==> config.mk <==
export PLATFORM = sky130hd
export DESIGN_NAME = vector_list_sequencer_flat
export DESIGN_NICKNAME = d
export VERILOG_FILES = /design/src/rtl/vector_list_sequencer_if.sv /design/src/rtl/vector_list_sequencer.sv /design/src/flat_wrapper.sv
export SDC_FILE = /design/constraint.sdc
export NUM_CORES = 1
export LEC_CHECK = 0
export ABC_CLOCK_PERIOD_IN_PS = 4200
export BUFFER_PORTS_ARGS = -buffer_cell sky130_fd_sc_hd__buf_2
export CAP_MARGIN = 20
export CORE_MARGIN = 2
export CORE_UTILIZATION = 55
export CTS_CLUSTER_DIAMETER = 100
export DETAILED_ROUTE_END_ITERATION = 8
export PLACE_DENSITY = 0.77
export SYNTH_ARGS = -nofsm -noshare
export SYNTH_HDL_FRONTEND = slang
export SYNTH_SLANG_ARGS = --single-unit
==> constraint.sdc <==
create_clock -name clk -period 4.2 [get_ports clk]
set_input_delay 0.42 -clock clk [delete_from_list [all_inputs] [get_ports clk]]
set_output_delay 0.42 -clock clk [all_outputs]
set_load 0.03 [all_outputs]
==> src/rtl/vector_list_sequencer_if.sv <==
// Vector hand-off bus from the list sequencer to the line drawer.
// Endpoint, draw/move flag and source slot travel with a valid/ready pair.
interface vector_list_sequencer_if #(
  parameter int NOBJ = 4
);
  localparam int OW = (NOBJ > 1) ? $clog2(NOBJ) : 1;

  logic [7:0]    vec_x;
  logic [7:0]    vec_y;
  logic          vec_line;
  logic [OW-1:0] vec_obj;
  logic          vec_valid;
  logic          vec_ready;

  modport master (output vec_x, vec_y, vec_line, vec_obj, vec_valid, input vec_ready);
  modport slave  (input vec_x, vec_y, vec_line, vec_obj, vec_valid, output vec_ready);
endinterface

==> src/rtl/vector_list_sequencer.sv <==
// Per-frame walker over the enabled object lists in the vector ROM; decodes
// entries, applies per-slot offsets and hands vectors to the line drawer.
module vector_list_sequencer #(
  parameter int ADDRESSWIDTH = 16,
  parameter int DATAWIDTH    = 18,
  parameter int NOBJ         = 4,
  parameter int MAXLEN       = 64
) (
  input  logic                         clk,
  input  logic                         rst_n,
  input  logic                         frame_start,
  input  logic [NOBJ-1:0]              obj_en,
  input  logic [NOBJ*ADDRESSWIDTH-1:0] obj_base,
  input  logic [NOBJ*8-1:0]            obj_dx,
  input  logic [NOBJ*8-1:0]            obj_dy,
  output logic [ADDRESSWIDTH-1:0]      rom_addr,
  input  logic [DATAWIDTH-1:0]         rom_data,
  vector_list_sequencer_if.master      vec,
  output logic                         busy,
  output logic                         frame_done,
  output logic                         err_overrun
);
  localparam int OW = (NOBJ > 1) ? $clog2(NOBJ) : 1;
  localparam int SW = OW + 1;
  localparam int CW = $clog2(MAXLEN + 1);

  typedef enum logic [1:0] {IDLE, SCAN, FETCH, EMIT} state_t;
  state_t state, state_nx;

  logic [NOBJ-1:0]              en_sh;
  logic [NOBJ*ADDRESSWIDTH-1:0] base_sh;
  logic [NOBJ*8-1:0]            dx_sh, dy_sh;
  logic [SW-1:0]                slot;
  logic [CW-1:0]                cnt, cnt_inc;
  logic                         found;
  logic [OW-1:0]                hit, cur;
  logic [7:0]                   ent_x, ent_y;
  logic                         ent_line, ent_term, xfer, accept, last;

  assign ent_x    = rom_data[DATAWIDTH-1 -: 8];
  assign ent_y    = rom_data[DATAWIDTH-9 -: 8];
  assign ent_line = rom_data[1];
  assign ent_term = rom_data[1] & rom_data[0];
  assign cur      = slot[OW-1:0];
  assign cnt_inc  = cnt + 1'b1;
  assign last     = (cnt_inc == CW'(MAXLEN));
  assign xfer     = vec.vec_valid & vec.vec_ready;
  // busy is still high during the frame_done cycle, so a start there is dropped
  assign accept   = frame_start & ~busy;

  // Lowest enabled slot at or above the current one; slot may run to NOBJ.
  always_comb begin
    found = 1'b0;
    hit   = '0;
    for (int i = NOBJ-1; i >= 0; i--)
      if (en_sh[i] && (SW'(i) >= slot)) begin
        found = 1'b1;
        hit   = OW'(i);
      end
  end

  always_ff @(posedge clk or negedge rst_n)
    if (!rst_n) state <= IDLE;
    else        state <= state_nx;

  always_comb begin
    state_nx = state;
    case (state)
      IDLE:  if (accept) state_nx = SCAN;
      SCAN:  state_nx = found ? FETCH : IDLE;
      FETCH: state_nx = ent_term ? SCAN : EMIT;
      EMIT:  if (xfer) state_nx = last ? SCAN : FETCH;
      default: state_nx = IDLE;
    endcase
  end

  always_ff @(posedge clk or negedge rst_n) begin
    if (!rst_n) begin
      en_sh         <= '0;
      base_sh       <= '0;
      dx_sh         <= '0;
      dy_sh         <= '0;
      slot          <= '0;
      cnt           <= '0;
      rom_addr      <= '0;
      vec.vec_x     <= '0;
      vec.vec_y     <= '0;
      vec.vec_line  <= 1'b0;
      vec.vec_obj   <= '0;
      vec.vec_valid <= 1'b0;
      busy          <= 1'b0;
      frame_done    <= 1'b0;
      err_overrun   <= 1'b0;
    end else begin
      frame_done <= 1'b0;
      case (state)
        IDLE: begin
          busy <= accept;
          if (accept) begin
            en_sh   <= obj_en;
            base_sh <= obj_base;
            dx_sh   <= obj_dx;
            dy_sh   <= obj_dy;
            slot    <= '0;
          end
        end
        SCAN: begin
          if (found) begin
            slot     <= SW'(hit);
            rom_addr <= base_sh[hit*ADDRESSWIDTH +: ADDRESSWIDTH];
            cnt      <= '0;
          end else begin
            frame_done <= 1'b1;
          end
        end
        FETCH: begin
          if (ent_term) begin
            slot <= slot + 1'b1;
          end else begin
            vec.vec_x     <= ent_x + dx_sh[cur*8 +: 8];
            vec.vec_y     <= ent_y + dy_sh[cur*8 +: 8];
            vec.vec_line  <= ent_line;
            vec.vec_obj   <= cur;
            vec.vec_valid <= 1'b1;
          end
        end
        EMIT: begin
          if (xfer) begin
            vec.vec_valid <= 1'b0;
            rom_addr      <= rom_addr + 1'b1;
            cnt           <= cnt_inc;
            if (last) begin
              err_overrun <= 1'b1;
              slot        <= slot + 1'b1;
            end
          end
        end
        default: ;
      endcase
    end
  end
endmodule

==> src/flat_wrapper.sv <==
// flat-port wrapper written by rule: the top's interface ports become plain ports
module vector_list_sequencer_flat 
#(
  parameter int ADDRESSWIDTH = 16,
  parameter int DATAWIDTH    = 18,
  parameter int NOBJ         = 4,
  parameter int MAXLEN       = 64
)
  (clk, rst_n, frame_start, obj_en, obj_base, obj_dx, obj_dy, rom_addr, rom_data, busy, frame_done, err_overrun, vec_vec_x, vec_vec_y, vec_vec_line, vec_vec_obj, vec_vec_valid, vec_vec_ready);
  vector_list_sequencer_if #(.NOBJ(NOBJ)) vec_i ();
  input  logic clk;
  input  logic rst_n;
  input  logic frame_start;
  input  logic [NOBJ-1:0] obj_en;
  input  logic [NOBJ*ADDRESSWIDTH-1:0] obj_base;
  input  logic [NOBJ*8-1:0] obj_dx;
  input  logic [NOBJ*8-1:0] obj_dy;
  output logic [ADDRESSWIDTH-1:0] rom_addr;
  input  logic [DATAWIDTH-1:0] rom_data;
  output logic busy;
  output logic frame_done;
  output logic err_overrun;
  output wire logic [$bits(vec_i.vec_x)-1:0] vec_vec_x;
  output wire logic [$bits(vec_i.vec_y)-1:0] vec_vec_y;
  output wire logic [$bits(vec_i.vec_line)-1:0] vec_vec_line;
  output wire logic [$bits(vec_i.vec_obj)-1:0] vec_vec_obj;
  output wire logic [$bits(vec_i.vec_valid)-1:0] vec_vec_valid;
  input wire logic [$bits(vec_i.vec_ready)-1:0] vec_vec_ready;
  assign vec_vec_x = vec_i.vec_x;
  assign vec_vec_y = vec_i.vec_y;
  assign vec_vec_line = vec_i.vec_line;
  assign vec_vec_obj = vec_i.vec_obj;
  assign vec_vec_valid = vec_i.vec_valid;
  assign vec_i.vec_ready = vec_vec_ready;
  vector_list_sequencer #(.ADDRESSWIDTH(ADDRESSWIDTH), .DATAWIDTH(DATAWIDTH), .NOBJ(NOBJ), .MAXLEN(MAXLEN)) u_core (.clk(clk), .rst_n(rst_n), .frame_start(frame_start), .obj_en(obj_en), .obj_base(obj_base), .obj_dx(obj_dx), .obj_dy(obj_dy), .rom_addr(rom_addr), .rom_data(rom_data), .vec(vec_i), .busy(busy), .frame_done(frame_done), .err_overrun(err_overrun));
endmodule
; After elaboration in Yosys (flattened, before gate mapping)
; Cells that the tools add are included.
[word_totals]
ff_bits = 183
latchBits = 0
ramBits = 0
romBits = 0
inputBits = 154
out_inout_bits = 39
elab_cells = 88
n_memories = 0
[classes]
add_sub_neg = 5
multipliers = 0
div_mod_pow = 0
magnitude_cmp = 4
n_eq_ne = 10
n_shift = 3
n_mux = 31
n_bitwise = 5
n_reduce_logical = 14
[ops]
columns = cell, count
row1 = variable part select 32 x 6 -> 8 bit, 2
row2 = variable part select 64 x 7 -> 16 bit, 1
row3 = 2-to-1 mux 16 bit, 2
row4 = one-hot mux 16 bit (2 select lines), 1
row5 = 2-to-1 mux 2 bit, 9
row6 = adder 16 x 1 -> 16 bit (second input constant), 1
row7 = adder 8 bit, 2
row8 = 2-to-1 mux 3 bit, 5
row9 = 2-to-1 mux 7 bit, 2
row10 = one-hot mux 7 bit (2 select lines), 1
row11 = one-hot mux 3 bit (4 select lines), 1
row12 = != test 2 x 1 -> 1 bit (second input constant), 5
row13 = AND reduction 3 bit, 3
row14 = 2-to-1 mux 1 bit, 8
row15 = one-hot mux 2 bit (4 select lines), 1
row16 = adder 7 x 1 -> 7 bit (second input constant), 1
row17 = == test 7 bit (second input constant), 1
row18 = greater-or-equal comparator 1 x 3 -> 1 bit (first input constant), 2
row19 = greater-or-equal comparator 2 x 3 -> 1 bit (first input constant), 2
row20 = AND reduction 2 bit, 3
row21 = AND reduction 5 bit, 1
row22 = == test 2 bit (second input constant), 2
row23 = logical AND 1 bit, 4
row24 = nonzero test 2 bit, 2
row25 = 7 further kinds, 10

; Depth between registers and ports, before layout
; Gate-level depths: netlist (run 1).
[depth]
depth_word = 9
mapped_depth = 12
depth_no_buf = 9

; Least setup slack after synthesis (run 1)
; OpenSTA, ideal clock, no wires.
[synth_timing]
kind = reg-to-reg
startpoint = register u_core.slot[0]
endpoint = register u_core.vec.vec_y[6]
setup_ps = 136
arrival_time_ps = 2788
required_time_ps = 4064
path_slack_ps = 1277
path_stages_with_launch = 12
n_path_buf = 2
synth_period_minus_slack_ps = 2923
path_cell_list = dfrtp_1 buf_4 buf_2 mux4_2 ha_1 fa_1 a21o_1 a21oi_1 o21bai_1 a21oi_1 xor2_1 o21ai_0
[synth_via]
elab_chain_len = 2
[synth_lines]
columns = item, line_no
row1 = "start, declared", vector_list_sequencer.sv:33  ; logic [SW-1:0] slot;
row2 = "start signal, assigned", vector_list_sequencer.sv:109  ; slot <= SW'(hit);
row3 = "start signal, assigned", vector_list_sequencer.sv:118  ; slot <= slot + 1'b1;
row4 = "start signal, assigned", vector_list_sequencer.sv:134  ; slot <= slot + 1'b1;
row5 = variable part select 32 x 6 -> 8 bit, vector_list_sequencer.sv:121  ; vec.vec_y <= ent_y + dy_sh[cur*8 +: 8];
row6 = adder 8 bit, vector_list_sequencer.sv:121
row7 = "end signal, assigned", vector_list_sequencer.sv:121
row8 = "end, declared", vector_list_sequencer_if.sv:15  ; modport master (output vec_x, vec_y, vec_line, vec_obj, vec_valid, input vec_ready);
; No other way between the ends.
; A chain may end at the register's enable or synchronous reset.

; Worst setup path after layout (run 1)
[layout_timing]
startpoint = register u_core.slot[0]
endpoint = register u_core.rom_addr[8]
[layout_via]
elab_chain_len = 9
elab_cells_between_ends = 21
cone_classes = order compare: 4 / eq/ne: 1 / shift: 1 / mux: 10 / reduce/logical: 5
[layout_lines]
columns = item, line_no
row1 = greater-or-equal comparator 2 x 3 -> 1 bit, vector_list_sequencer.sv:56  ; if (en_sh[i] && (SW'(i) >= slot)) begin
row2 = logical AND 1 bit, vector_list_sequencer.sv:56
row3 = 2-to-1 mux 2 bit (4 in a row), vector_list_sequencer.sv:56
row4 = variable part select 64 x 7 -> 16 bit, vector_list_sequencer.sv:110  ; rom_addr <= base_sh[hit*ADDRESSWIDTH +: ADDRESSWIDTH];
row5 = 2-to-1 mux 16 bit, vector_list_sequencer.sv:108  ; if (found) begin
row6 = one-hot mux 16 bit (2 select lines), vector_list_sequencer.sv:96  ; case (state)
row7 = "end signal, assigned", vector_list_sequencer.sv:110
row8 = "end signal, assigned", vector_list_sequencer.sv:130  ; rom_addr <= rom_addr + 1'b1;
row9 = "end, declared", vector_list_sequencer.sv:16  ; output logic [ADDRESSWIDTH-1:0] rom_addr,
; Several ways; a longest one is shown, not always the timed one. The select of a mux whose other input is x is not followed.

==> flow_metrics.env, run 1 <==
export IMPL_critPathMaxFanout=24
export IMPL_tightestPinTransition_ns=1.06
export IMPL_yosysSeqAreaShare=0.512
export IMPL_cts_buffers=17
export IMPL_place_hpwl_um=14200
export IMPL_synth_xor_area_frac=0.0157
export IMPL_leakage_nw=4.88
export IMPL_grt_max_degree=103
export IMPL_end_kind="register"
export IMPL_wirelength_um=20000
export IMPL_clock_sinks=183
export IMPL_grt_pass1_vias=6199
export IMPL_drtIter0Drc=350
export IMPL_cts_max_level=4
export IMPL_drc=0
export IMPL_grt_overflow=0
export IMPL_fp_dieW_um=132
export IMPL_synth_top_area_cell="dfrtp_1"
export IMPL_clk_pin_slew_ns=0.07
export IMPL_min_period_ns=3.19
export IMPL_drive_gt1_frac=0.442
export IMPL_synth_area_um2=8940
export IMPL_avgSynthCellArea_um2=12.8
export IMPL_peakVddDrop_uv=424
export IMPL_holdBufCountCts=0
export IMPL_layout_commonest_cell="buf_2"
export IMPL_worstSetupStartpointType="register"
export IMPL_grt_first_pass_wirelength_um=32500
export IMPL_synth_edf_count=0
export IMPL_synth_main_ff_cell="dfrtp_1"
export IMPL_io_pin_count=193
export IMPL_ys_types=63
export IMPL_reg2regPathDepth=8
export IMPL_hold_class="in2async"
export IMPL_netlist_instances=697
export IMPL_track_usage=0.239
export IMPL_power_density_nw_per_um2=873
export IMPL_yosys_top_cells_area="dfrtp_1, mux2_2, mux4_2"
export IMPL_dieArea_um2=17300
export IMPL_cts_tree="built"
export IMPL_synth_adder_area_share=0.0311
export IMPL_place_ws_ns=0.961
export IMPL_critPathRequiredTime_ns=4.54
export IMPL_via_per_inst=5.59
export IMPL_grt_setup_unrepaired="no"
export IMPL_skew_ns=0.00956
export IMPL_setup_violations_final=0
export IMPL_wire_per_inst_um=18.0
export IMPL_vias=6211
export IMPL_synth_simple_gate_area_frac=0.0726
export IMPL_clk_latency_ns=0.44
export IMPL_max_freq_mhz=314
export IMPL_syn_to_final_growth_pct=19.7
export IMPL_path_class="reg2reg"
export IMPL_root_buffer="clkbuf_16"
export IMPL_worst_hold_slack_ns=0.0790
export IMPL_core_area_um2=15900
export IMPL_hold_viol=0
export IMPL_async_flop_share=1.00
export IMPL_yosys_warnings=0
export IMPL_finalWorstSetupSlack_ns=1.01
export IMPL_drv_cap=0
export IMPL_post_route_period_util=0.759
export IMPL_post_cts_resize_count=0
export IMPL_maxSlewViolCount=0
export IMPL_outcome="finished clean"
export IMPL_fin_tns_setup_ns=0
export IMPL_syn_nets=872
export IMPL_synth_top_area_share=0.512
export IMPL_synth_compound_area_frac=0.0815
export IMPL_fp_dieH_um=132
export IMPL_ys_seq_elements=183
export IMPL_clk_path_buf_depth=2
export IMPL_cts_setup_buffers=0
export IMPL_worstPathArrival_ns=3.53
export IMPL_slew_headroom=0.294
export IMPL_placementRows=46
export IMPL_ant_nets=0
export IMPL_port_buffers=192
export IMPL_start_util=0.563
export IMPL_layout_common_cells="buf_2, dfrtp_1, mux2_2"
export IMPL_muxShareOfSynthArea=0.260
export IMPL_nNetsFinal=1055
export IMPL_antenna_found_initial=6
export IMPL_gp_congestion=0.815
export IMPL_synth_top_family_by_area="multiplexers"
export IMPL_drtPass1Iterations=5
==> sequential cells by signal, indices dropped and copies added, names as in the netlist <==
| register | count |
|---|---|
| u_core.vec.vec_x | 8 |
| u_core.en_sh | 4 |
| u_core.rom_addr | 16 |
| u_core.cnt | 7 |
| u_core.slot | 3 |
| u_core.err_overrun | 1 |
| u_core.dy_sh | 32 |
| u_core.base_sh | 64 |
| u_core.vec.vec_line | 1 |
| u_core.dx_sh | 32 |
| u_core.busy | 1 |
| u_core.frame_done | 1 |
| u_core.vec.vec_valid | 1 |
| u_core.vec.vec_obj | 2 |
| u_core.vec.vec_y | 8 |
| u_core.state | 2 |
==> final timing paths <==
check,from,end,slack [ns]
worst max-delay path,u_core.slot[0]$_DFFE_PN0P_,u_core.rom_addr[8]$_DFFE_PN0P_,1.01
worst min-delay path,rst_n,u_core.dx_sh[21]$_DFFE_PN0P_,0.08
worst max register to register,u_core.slot[0]$_DFFE_PN0P_,u_core.rom_addr[8]$_DFFE_PN0P_,1.01
worst min register to register,u_core.err_overrun$_DFFE_PN0P_,u_core.err_overrun$_DFFE_PN0P_,0.46
max in group asynchronous,rst_n,u_core.base_sh[41]$_DFFE_PN0P_,3.17
min in group clk,obj_dy[28],u_core.dy_sh[28]$_DFFE_PN0P_,0.20
==> through the flow <==
stage	instance area (um^2)	cells	total power, mW	utilization
global route	10700	1112	9.98	0.674
floorplan	8940	697	6.57	-
global placement	10100	1077	7.44	0.634
finish	10700	1112	9.35	0.674
CTS	10700	1109	9.39	0.674
detailed placement	10100	1077	7.59	0.634
==> layout make-up <==
class | count | area, um^2
Antenna cell | 3 | 7.51
Fill cell | 1188 | 5170
Clock inverter | 15 | 214
Clock buffer | 17 | 425
Sequential cell | 183 | 4580
Multi-Input combinational cell | 468 | 4140
Timing Repair Buffer | 200 | 1040
Tap cell | 216 | 270
Inverter | 10 | 37.5
==> logic make-up (layout without fill, tap and decap cells) <==
logic type	count (synthesis)	count (layout)
muxes	194	194
DFF	183	183
and+or+nand+nor	131	131
AOI/OAI and AO/OA	106	106
buffers and inverters	46	242
adders and majority gates	21	21
xor gates and xnor gates	16	16
other	0	3
==> report_power, final <==
group	total [mW]	switching (mW)	leakage (nW)	internal [mW]
clock	1.75	0.733	0.312	1.02
combinational	4.32	2.21	2.36	2.11
sequential	3.28	0.646	2.21	2.64
==> Yosys cell counts (2+ instances only) <==
library cell    n
o32ai_1         2
nor2_1         26
dfrtp_1       183
mux4_2         16
fa_1            2
buf_4           3
mux2_1         19
nor2b_1         2
a221oi_2        2
nand3b_1        2
buf_6           4
and3_1          8
nand2b_1        6
a22o_1          2
o21ai_0        37
a211oi_1        2
nand4_1         3
buf_2          20
o211a_1         2
o22ai_1         2
nor3_1         10
nor4_1          6
a21oi_1        20
nand2_1        40
inv_1          10
a21o_1          4
xnor2_1        10
mux2_2        131
o211ai_1        3
ha_1           19
o21ai_1         8
mux2i_1        28
o21bai_1        4
nand3_1        16
a32oi_1         4
clkbuf_1        9
xor2_1          6
==> per-layer routing <==
layer	vias to the layer above	track usage	part of all wire
li1	2919	-	-
met4	4	0.0725	0.017
met1	3079	0.332	0.44
met5	-	0	0.0010
met2	179	0.373	0.48
met3	30	0.0602	0.061
==> worst max-delay path, stage by stage, from the launching register on <==
cell and delay (ns):
dfrtp_1 0.84, inv_1 0.25, ha_1 0.26, nand2_1 0.12
a31oi_4 0.15, nor2b_4 0.73, mux2i_1 0.19, mux2_2 0.30
a221oi_2 0.25
Power figures use the tool's default switching activity.
==> inputs of run 2 (changes only) <==
- ABC_CLOCK_PERIOD_IN_PS: 4200 -> 2600
- CORE_UTILIZATION: 55 -> 50
- PLACE_DENSITY: 0.77 -> 0.73
- clock period: 4.2 -> 2.6 ns (I/O delays scaled with it)
==> flow_metrics.env, run 2 (synthesis gave the netlist of run 1 again) <==
export IMPL_outcome="finished clean"
export IMPL_post_route_period_util=0.980
export IMPL_fin_tns_setup_ns=0
export IMPL_end_kind="register"
export IMPL_critPathRequiredTime_ns=2.90
export IMPL_dieArea_um2=19000
export IMPL_worst_path_buf_inv=1
export IMPL_slew_headroom=0.441
export IMPL_cts_buffers=17
export IMPL_leakage_nw=4.96
export IMPL_start_util=0.514
export IMPL_critPathMaxFanout=6
export IMPL_wirelength_um=20600
export IMPL_hold_class="in2reg"
export IMPL_port_buffers=192
export IMPL_grt_overflow=0
export IMPL_ant_nets=0
export IMPL_path_class="reg2reg"
export IMPL_layout_common_cells="buf_2, dfrtp_1, mux2_2"
export IMPL_route_top_layer_used="met5"
export IMPL_grt_max_degree=87
export IMPL_place_inst=1103
export IMPL_max_freq_mhz=393
export IMPL_largest_register_ffs=64
export IMPL_track_usage=0.223
export IMPL_layout_commonest_cell="buf_2"
export IMPL_drtPass1Iterations=5
export IMPL_min_period_ns=2.55
export IMPL_worstPathArrival_ns=2.84
export IMPL_vias=6304
export IMPL_antenna_found_initial=5
export IMPL_skew_ns=0.0133
export IMPL_internal_power_mw=9.55
export IMPL_design_area_um2=11000
export IMPL_slowest_delay_ns=0.51
export IMPL_maxSlewViolCount=0
export IMPL_worst_hold_slack_ns=0.0415
export IMPL_grt_pass1_vias=6371
export IMPL_drive_gt1_frac=0.462
export IMPL_root_buffer="clkbuf_16"
export IMPL_placementRows=48
export IMPL_routedLengthMet1_um=9270
export IMPL_crit_chain="buf_4 > mux4_2 > ha_2 > fa_2 > a21o_1 > a21oi_2 > o21bai_1 > a21oi_1 > xor2_1 > o21ai_0"
export IMPL_cp_slowest_cell="mux4_2"
export IMPL_place_hpwl_um=14700
export IMPL_pwr_share_clk=0.172
export IMPL_cts_max_level=4
export IMPL_tightestPinTransition_ns=0.837
export IMPL_fp_dieW_um=138
export IMPL_clk_pin_slew_ns=0.07
export IMPL_clk_latency_ns=0.43
export IMPL_setup_violations_final=0
export IMPL_cpLargestDelayFamily="compound AO/OA/AOI/OAI gates"
export IMPL_reg_top3="u_core.base_sh: 64 flops, u_core.dx_sh: 32 flops, u_core.dy_sh: 32 flops"
export IMPL_switchingPower_mw=5.95
export IMPL_register_area_um2=4580
export IMPL_largest_register="u_core.base_sh"
export IMPL_peakVddDrop_uv=727
export IMPL_p_comb_frac=0.495
export IMPL_pwr_share_seq=0.333
export IMPL_syn_to_final_growth_pct=22.8
export IMPL_place_ws_ns=0.00273
export IMPL_core_area_um2=17400
export IMPL_power_density_nw_per_um2=1410
export IMPL_wl_met2_um=9670
export IMPL_nNetsFinal=1076
export IMPL_via_per_inst=5.52
export IMPL_drtIter0Drc=505
export IMPL_io_pin_count=193
export IMPL_grt_first_pass_wirelength_um=32400
export IMPL_finalWorstSetupSlack_ns=0.0529
export IMPL_grt_setup_unrepaired="yes"
export IMPL_r2r_slack_ns=0.05
export IMPL_p_sw_frac=0.384
export IMPL_final_cells=1142
export IMPL_clk_path_buf_depth=2
export IMPL_wire_per_inst_um=18.1
export IMPL_fillers=1379
export IMPL_drc=0
export IMPL_place_area_um2=10300
export IMPL_power_mw=15.5
export IMPL_fp_dieH_um=138
export IMPL_met3_length_um=1140
export IMPL_worstSetupStartpointType="register"
export IMPL_multiInputGateArea_um2=4240
export IMPL_drv_cap=0
export IMPL_hold_viol=0
export IMPL_gp_congestion=0.836
export IMPL_utilization=0.630
export IMPL_clock_sinks=183
export IMPL_cts_tree="built"
run 2: changes by cell type in the layout (fill, tap and decap cells not counted), moves of 3 or more:
cell    change
buf_4      +13
ha_1        -6
ha_4        +5
inv_6       -5
buf_12      +3
run 2: timing repair:
item,CTS,global route
setup buffers,0,1
cloned,1,1
hold buffers,1,0
resized for setup,3,6
endpoints found under the hold margin,30,0
endpoints found under the setup margin,2,8
pin swaps,2,8
run 2: path summary, 6_finish.rpt:
path                                                      from  cells past startpoint                              end
worst min register to register  u_core.err_overrun$_DFFE_PN0P_                      1   u_core.err_overrun$_DFFE_PN0P_
worst max register to register      u_core.slot[0]$_DFFE_PN0P_                     10  u_core.vec.vec_x[6]$_DFFE_PN0P_
worst max-delay path                u_core.slot[0]$_DFFE_PN0P_                     10  u_core.vec.vec_x[6]$_DFFE_PN0P_
max in group asynchronous                                rst_n                      3   u_core.rom_addr[3]$_DFFE_PN0P_
worst min-delay path                                obj_dx[27]                      2     u_core.dx_sh[27]$_DFFE_PN0P_
min in group asynchronous                                rst_n                      2     u_core.dx_sh[21]$_DFFE_PN0P_
run 2: final cells by class:
class | instances | share of cell area
Antenna cell | 4 | 0.000912
Clock inverter | 12 | 0.0150
Multi-Input combinational cell | 470 | 0.387
Tap cell | 225 | 0.0256
Clock buffer | 19 | 0.0394
Inverter | 10 | 0.00342
Sequential cell | 183 | 0.417
Timing Repair Buffer | 219 | 0.112
run 2: power by group through the flow:
stage | Combinational [mW] | Clock [mW] | Sequential [mW]
finish | 7.67 | 2.67 | 5.15
global placement | 7.21 | 0 | 5.14
CTS | 7.59 | 2.70 | 5.13
global route | 8.38 | 2.82 | 5.35
detailed placement | 7.40 | 0 | 5.18
floorplan | 5.22 | 0 | 5.45
run 2: metal layers:
layer,vias up,track usage
met1,3101,0.305
li1,2980,-
met3,34,0.0500
met4,2,0.0856
met2,187,0.350
met5,-,0
run 2: worst reg2reg max path: cells and delay by family (launching register included):
kind,cells,cell delay (ns)
XOR/XNOR,1,0.15
AO/OA/AOI/OAI,5,0.66
buffers and inverters,1,0.19
adder cells (fa/ha/maj),2,0.55
multiplexers,1,0.51
flip-flops,1,0.38
